==> src/rtl/seq_mul_div.sv <==
// Sequential unsigned multiplier / restoring divider.
// One iteration per clock; both operations share one 2*WIDTH+1 bit accumulator.
module seq_mul_div #(
    parameter int WIDTH = 32
) (
    input  logic             Clock,
    input  logic             Reset,
    input  logic             Start,
    input  logic             Op,
    input  logic [WIDTH-1:0] A,
    input  logic [WIDTH-1:0] B,
    output logic [WIDTH-1:0] Result,
    output logic [WIDTH-1:0] ResultHi,
    output logic             Busy,
    output logic             Done,
    output logic             DivByZero
);

    localparam int AW = 2 * WIDTH + 1;
    localparam int CW = $clog2(WIDTH + 1);

    typedef enum logic [1:0] {
        IDLE = 2'd0,
        RUN  = 2'd1,
        DONE = 2'd2
    } state_t;

    state_t           state_reg;
    state_t           state_next;
    logic [AW-1:0]    acc_reg;
    logic [CW-1:0]    count_reg;
    logic [WIDTH-1:0] operand_reg;
    logic             op_reg;
    logic             dbz_reg;

    logic             accept;
    logic             last_iter;
    logic             div_zero;

    logic [WIDTH:0]   mul_sum;
    logic [WIDTH:0]   mul_upper;
    logic [AW-1:0]    mul_step;
    logic [AW-1:0]    div_shift;
    logic [WIDTH+1:0] div_diff;
    logic [AW-1:0]    div_step;

    assign accept    = (state_reg != RUN) && Start;
    assign last_iter = (count_reg == CW'(WIDTH - 1));
    assign div_zero  = op_reg && (operand_reg == '0);

    // State register
    always_ff @(posedge Clock) begin
        if (Reset) begin
            state_reg <= IDLE;
        end else begin
            state_reg <= state_next;
        end
    end

    // Next-state logic
    always_comb begin
        state_next = state_reg;
        case (state_reg)
            IDLE: begin
                if (Start) begin
                    state_next = RUN;
                end
            end
            RUN: begin
                if (div_zero || last_iter) begin
                    state_next = DONE;
                end
            end
            DONE: begin
                state_next = Start ? RUN : IDLE;
            end
            default: begin
                state_next = IDLE;
            end
        endcase
    end

    // Output logic
    always_comb begin
        Busy = 1'b0;
        Done = 1'b0;
        case (state_reg)
            RUN:     Busy = 1'b1;
            DONE:    Done = 1'b1;
            default: begin
                Busy = 1'b0;
                Done = 1'b0;
            end
        endcase
    end

    // Multiply step: conditionally add multiplicand into the upper half, then shift right.
    always_comb begin
        mul_sum   = {1'b0, acc_reg[2*WIDTH-1:WIDTH]} + {1'b0, operand_reg};
        mul_upper = acc_reg[0] ? mul_sum : acc_reg[AW-1:WIDTH];
        mul_step  = {mul_upper, acc_reg[WIDTH-1:0]} >> 1;
    end

    // Restoring divide step: shift {rem, quotient} left, keep trial difference if non-negative.
    always_comb begin
        div_shift = {acc_reg[AW-2:0], 1'b0};
        div_diff  = {1'b0, div_shift[AW-1:WIDTH]} - {2'b00, operand_reg};
        if (div_diff[WIDTH+1]) begin
            div_step = div_shift;
        end else begin
            div_step = {div_diff[WIDTH:0], div_shift[WIDTH-1:1], 1'b1};
        end
    end

    // Datapath: operand latch, accumulator, iteration counter, divide-by-zero flag
    always_ff @(posedge Clock) begin
        if (Reset) begin
            acc_reg     <= '0;
            count_reg   <= '0;
            operand_reg <= '0;
            op_reg      <= 1'b0;
            dbz_reg     <= 1'b0;
        end else if (accept) begin
            op_reg      <= Op;
            operand_reg <= Op ? B : A;
            acc_reg     <= {{(WIDTH + 1){1'b0}}, (Op ? A : B)};
            count_reg   <= '0;
            dbz_reg     <= 1'b0;
        end else if (state_reg == RUN) begin
            if (div_zero) begin
                // Dividend moves to the high word, quotient saturates to all ones.
                acc_reg <= {1'b0, acc_reg[WIDTH-1:0], {WIDTH{1'b1}}};
                dbz_reg <= 1'b1;
            end else begin
                acc_reg   <= op_reg ? div_step : mul_step;
                count_reg <= count_reg + CW'(1);
            end
        end
    end

    assign Result    = acc_reg[WIDTH-1:0];
    assign ResultHi  = acc_reg[2*WIDTH-1:WIDTH];
    assign DivByZero = dbz_reg;

endmodule

==> config.mk <==
export PLATFORM = sky130hd
export DESIGN_NAME = seq_mul_div
export DESIGN_NICKNAME = d
export VERILOG_FILES = /design/src/rtl/seq_mul_div.sv
export SDC_FILE = /design/constraint.sdc
export NUM_CORES = 1
export LEC_CHECK = 0
export BUFFER_PORTS_ARGS = -buffer_cell sky130_fd_sc_hd__clkbuf_2
export CORE_MARGIN = 4
export CORE_UTILIZATION = 38
export DETAILED_ROUTE_END_ITERATION = 10
export PLACE_DENSITY = 0.67
export SYNTH_ARGS = -nofsm -noshare
export SYNTH_HDL_FRONTEND = slang
export SYNTH_SLANG_ARGS = --single-unit
==> constraint.sdc <==
create_clock -name Clock -period 5.9 [get_ports Clock]
set_clock_uncertainty 0.05 [all_clocks]
set_input_delay 0.59 -clock Clock [delete_from_list [all_inputs] [get_ports Clock]]
set_output_delay 0.59 -clock Clock [all_outputs]
set_load 0.005 [all_outputs]
==> flow_summary.ini <==
[status]
outcome = finished clean

[drt]
drt_pass1_iterations = 6
ant_nets = 0
viasPerCell = 6.13
drtIter0Drc = 1016
routed_wirelength_mm = 34.9
vias = 10200
wl_per_cell_um = 21.0
drc = 0

[critical_path]
path_class = register to register
cp-start-kind = register
crit_fanout = 20
crit_arrival_ns = 4.02
r2r_cells = 10
timing.rr.end = acc_reg[36]
cp.required_ns = 6.09
worst_setup_path_end_kind = register
rrSetupSlack_ns = 2.07
reg2reg_from = operand_reg[22]

[place]
place.gp.congestion = 0.990
dpl.hpwl_mm = 26.7
pre_cts_ws_ns = 2.18
port_buffers = 134
dp_cells = 1650

[final_layout]
syn_to_final_growth_pct = 6.35
drive_above_1_share_pct = 15.0
final_nets = 1461
utilization_pct = 41.5
final_cell_mix = clkbuf_2, mux2i_1, nand2_1
fin_cells = 1666
largest_register_ffs = 65
diodes = 0
layout_commonest_cell = clkbuf_2

[power]
power_frac_comb_pct = 34.0
switching_share_pct = 38.3
p_clk_share_pct = 27.9
seq_power_share_pct = 38.1
peakVddDrop_mv = 0.151
internal-power_mw = 1.42
p_leak_nw = 4.73
p_per_area_nw_per_um2 = 210
net-switching-power_mw = 0.880

[logic_synthesis]
synth_ff_type = dfxtp_1
yosys_register_bits = 107
synth_edf_count = 0
yosysUniqueCellTypes = 82
postSynthCellCount = 1318
syn_area_um2 = 10300
synth_nets = 1453
synthArstFlopShare_pct = 0
avgSynthCellArea_um2 = 7.80
yosysSeqAreaShare_pct = 20.8
yosysWarningCount = 0

[clock_tree]
clkTransAtPathRegs_ns = 0.08
clock-root-buffer = clkbuf_16
insertion_delay_ns = 0.36
cts_buffers = 9
clock-sinks = 107
cts_tree = done
cts_buffer_depth = 2
ctsHtreeMaxLevel = 3
postCtsSetupBuffers = 0
hold_buffers = 0
cts_resized = 0

[die]
die_h_um = 172
core_region_area_um2 = 26400
initial_utilization_pct = 39.0
fp.dieW_um = 172
rows = 59
dieArea_um2 = 29800
ios = 135

[worst_hold_path]
hp-start = acc_reg[64]
min_to = acc_reg[64]
hold_path_class = register to register
whs_path_depth = 2

[timing]
finalWorstSetupSlack_ns = 2.07
hold_viol_final = 0
slew_viol_final = 0
fin_setup_tns_ns = 0
rsz0062_at_grt = false
slew_headroom_pct = 26.1
finalCritPeriodShare_pct = 65.0
hold_slack_ns = 0.415
worstMarginPinSlew_ns = 1.10
clock.fmax_mhz = 261
finalSetupViolations = 0
min_period_ns = 3.83

[global_routing]
first_global_vias = 9544
antenna_found_initial = 0
grt_overflow = 0
grt_max_degree = 70
grt_pass1_wl_mm = 54.6
grt_usage_pct = 23.2

[flow_run]
drv_cap = 0
[final cells by class]
class	count	area, µm²
Clock buffer	9	225
Multi-Input combinational cell	1008	7110
Clock inverter	7	85.1
Sequential cell	107	2140
Inverter	57	214
Tap cell	335	419
Fill cell	2655	15400
Timing Repair Buffer	143	741
[worst max-delay path, cell delays in order (launching register included)]
cell	delay, ns
dfxtp_1	0.47
inv_1	0.08
ha_1	0.39
a21o_1	0.22
a21o_1	0.21
a211oi_4	0.36
a2bb2oi_2	0.26
o21a_4	0.29
nand2_1	0.66
o311ai_1	0.55
o22ai_1	0.13
[layer usage]
layer,track usage [%],wire length [µm],vias to the layer above
li1,-,-,4856
met1,33.9,16000,4777
met2,34.1,14800,527
met3,5.88,3470,47
met4,5.19,604,0
met5,0,0,-
[power groups by stage]
| stage | Clock, mW | Sequential (mW) | Combinational, mW |
|---|---|---|---|
| finish | 0.642 | 0.875 | 0.781 |
| global route | 0.676 | 0.880 | 0.856 |
| CTS | 0.645 | 0.870 | 0.768 |
| detailed placement | 0 | 0.887 | 0.763 |
| global placement | 0 | 0.886 | 0.762 |
| floorplan | 0 | 0.833 | 0.604 |
[worst max path at each step]
stage	depth (start not counted)	end	slack, ns	from
global placement	8	acc_reg[62]	2.26	operand_reg[14]
detailed placement	10	acc_reg[36]	2.18	operand_reg[22]
floorplan	11	acc_reg[61]	3.00	acc_reg[32]
CTS	10	acc_reg[36]	2.16	operand_reg[22]
finish	10	acc_reg[36]	2.07	operand_reg[22]
global route	10	acc_reg[36]	1.90	acc_reg[51]
[through the flow]
step | power [mW] | area, µm²
after floorplan | 1.44 | 10300
after global placement | 1.65 | 10600
after detailed placement | 1.65 | 10600
after CTS | 2.28 | 10900
after global routing | 2.41 | 10900
final | 2.30 | 10900
[cells in the mapped netlist, types with 4 or more instances]
cell type,instances,area (µm²)
a211oi_1,45,338
a21boi_0,6,45.0
a21o_1,30,225
a21oi_1,89,445
a221oi_1,38,333
a31o_2,4,35.0
a31oi_1,16,100
a41oi_1,4,35.0
and2_1,8,50.1
and3_1,14,87.6
and4_1,4,35.0
buf_1,6,22.5
buf_2,6,30.0
buf_4,67,503
clkbuf_1,63,236
dfxtp_1,107,2140
ha_1,65,813
inv_1,56,210
mux2_2,7,78.8
mux2i_1,120,1200
nand2_1,106,398
nand2b_1,5,31.3
nand3_1,37,185
nand4_1,17,106
nor2_1,91,342
nor2b_1,13,81.3
nor3_1,12,60.1
nor4_1,10,62.6
o211ai_1,21,158
o21a_1,6,45.0
o21ai_0,87,435
o21ai_1,5,25.0
o21bai_1,4,30.0
o22ai_1,15,93.8
o31ai_1,5,37.5
or3_1,9,56.3
xnor2_1,28,245
xor2_1,28,245
[cells by family after synthesis]
kind of cell	Yosys count	synth area share, %
DFF	107	20.8
AOI/OAI and AO/OA	414	27.4
adders and majority gates	67	8.30
buffers and inverters	203	10.2
muxes	127	12.4
and+or+nand+nor	344	16.1
xor gates and xnor gates	56	4.77
No activity file was read; power rests on OpenSTA's default activity.
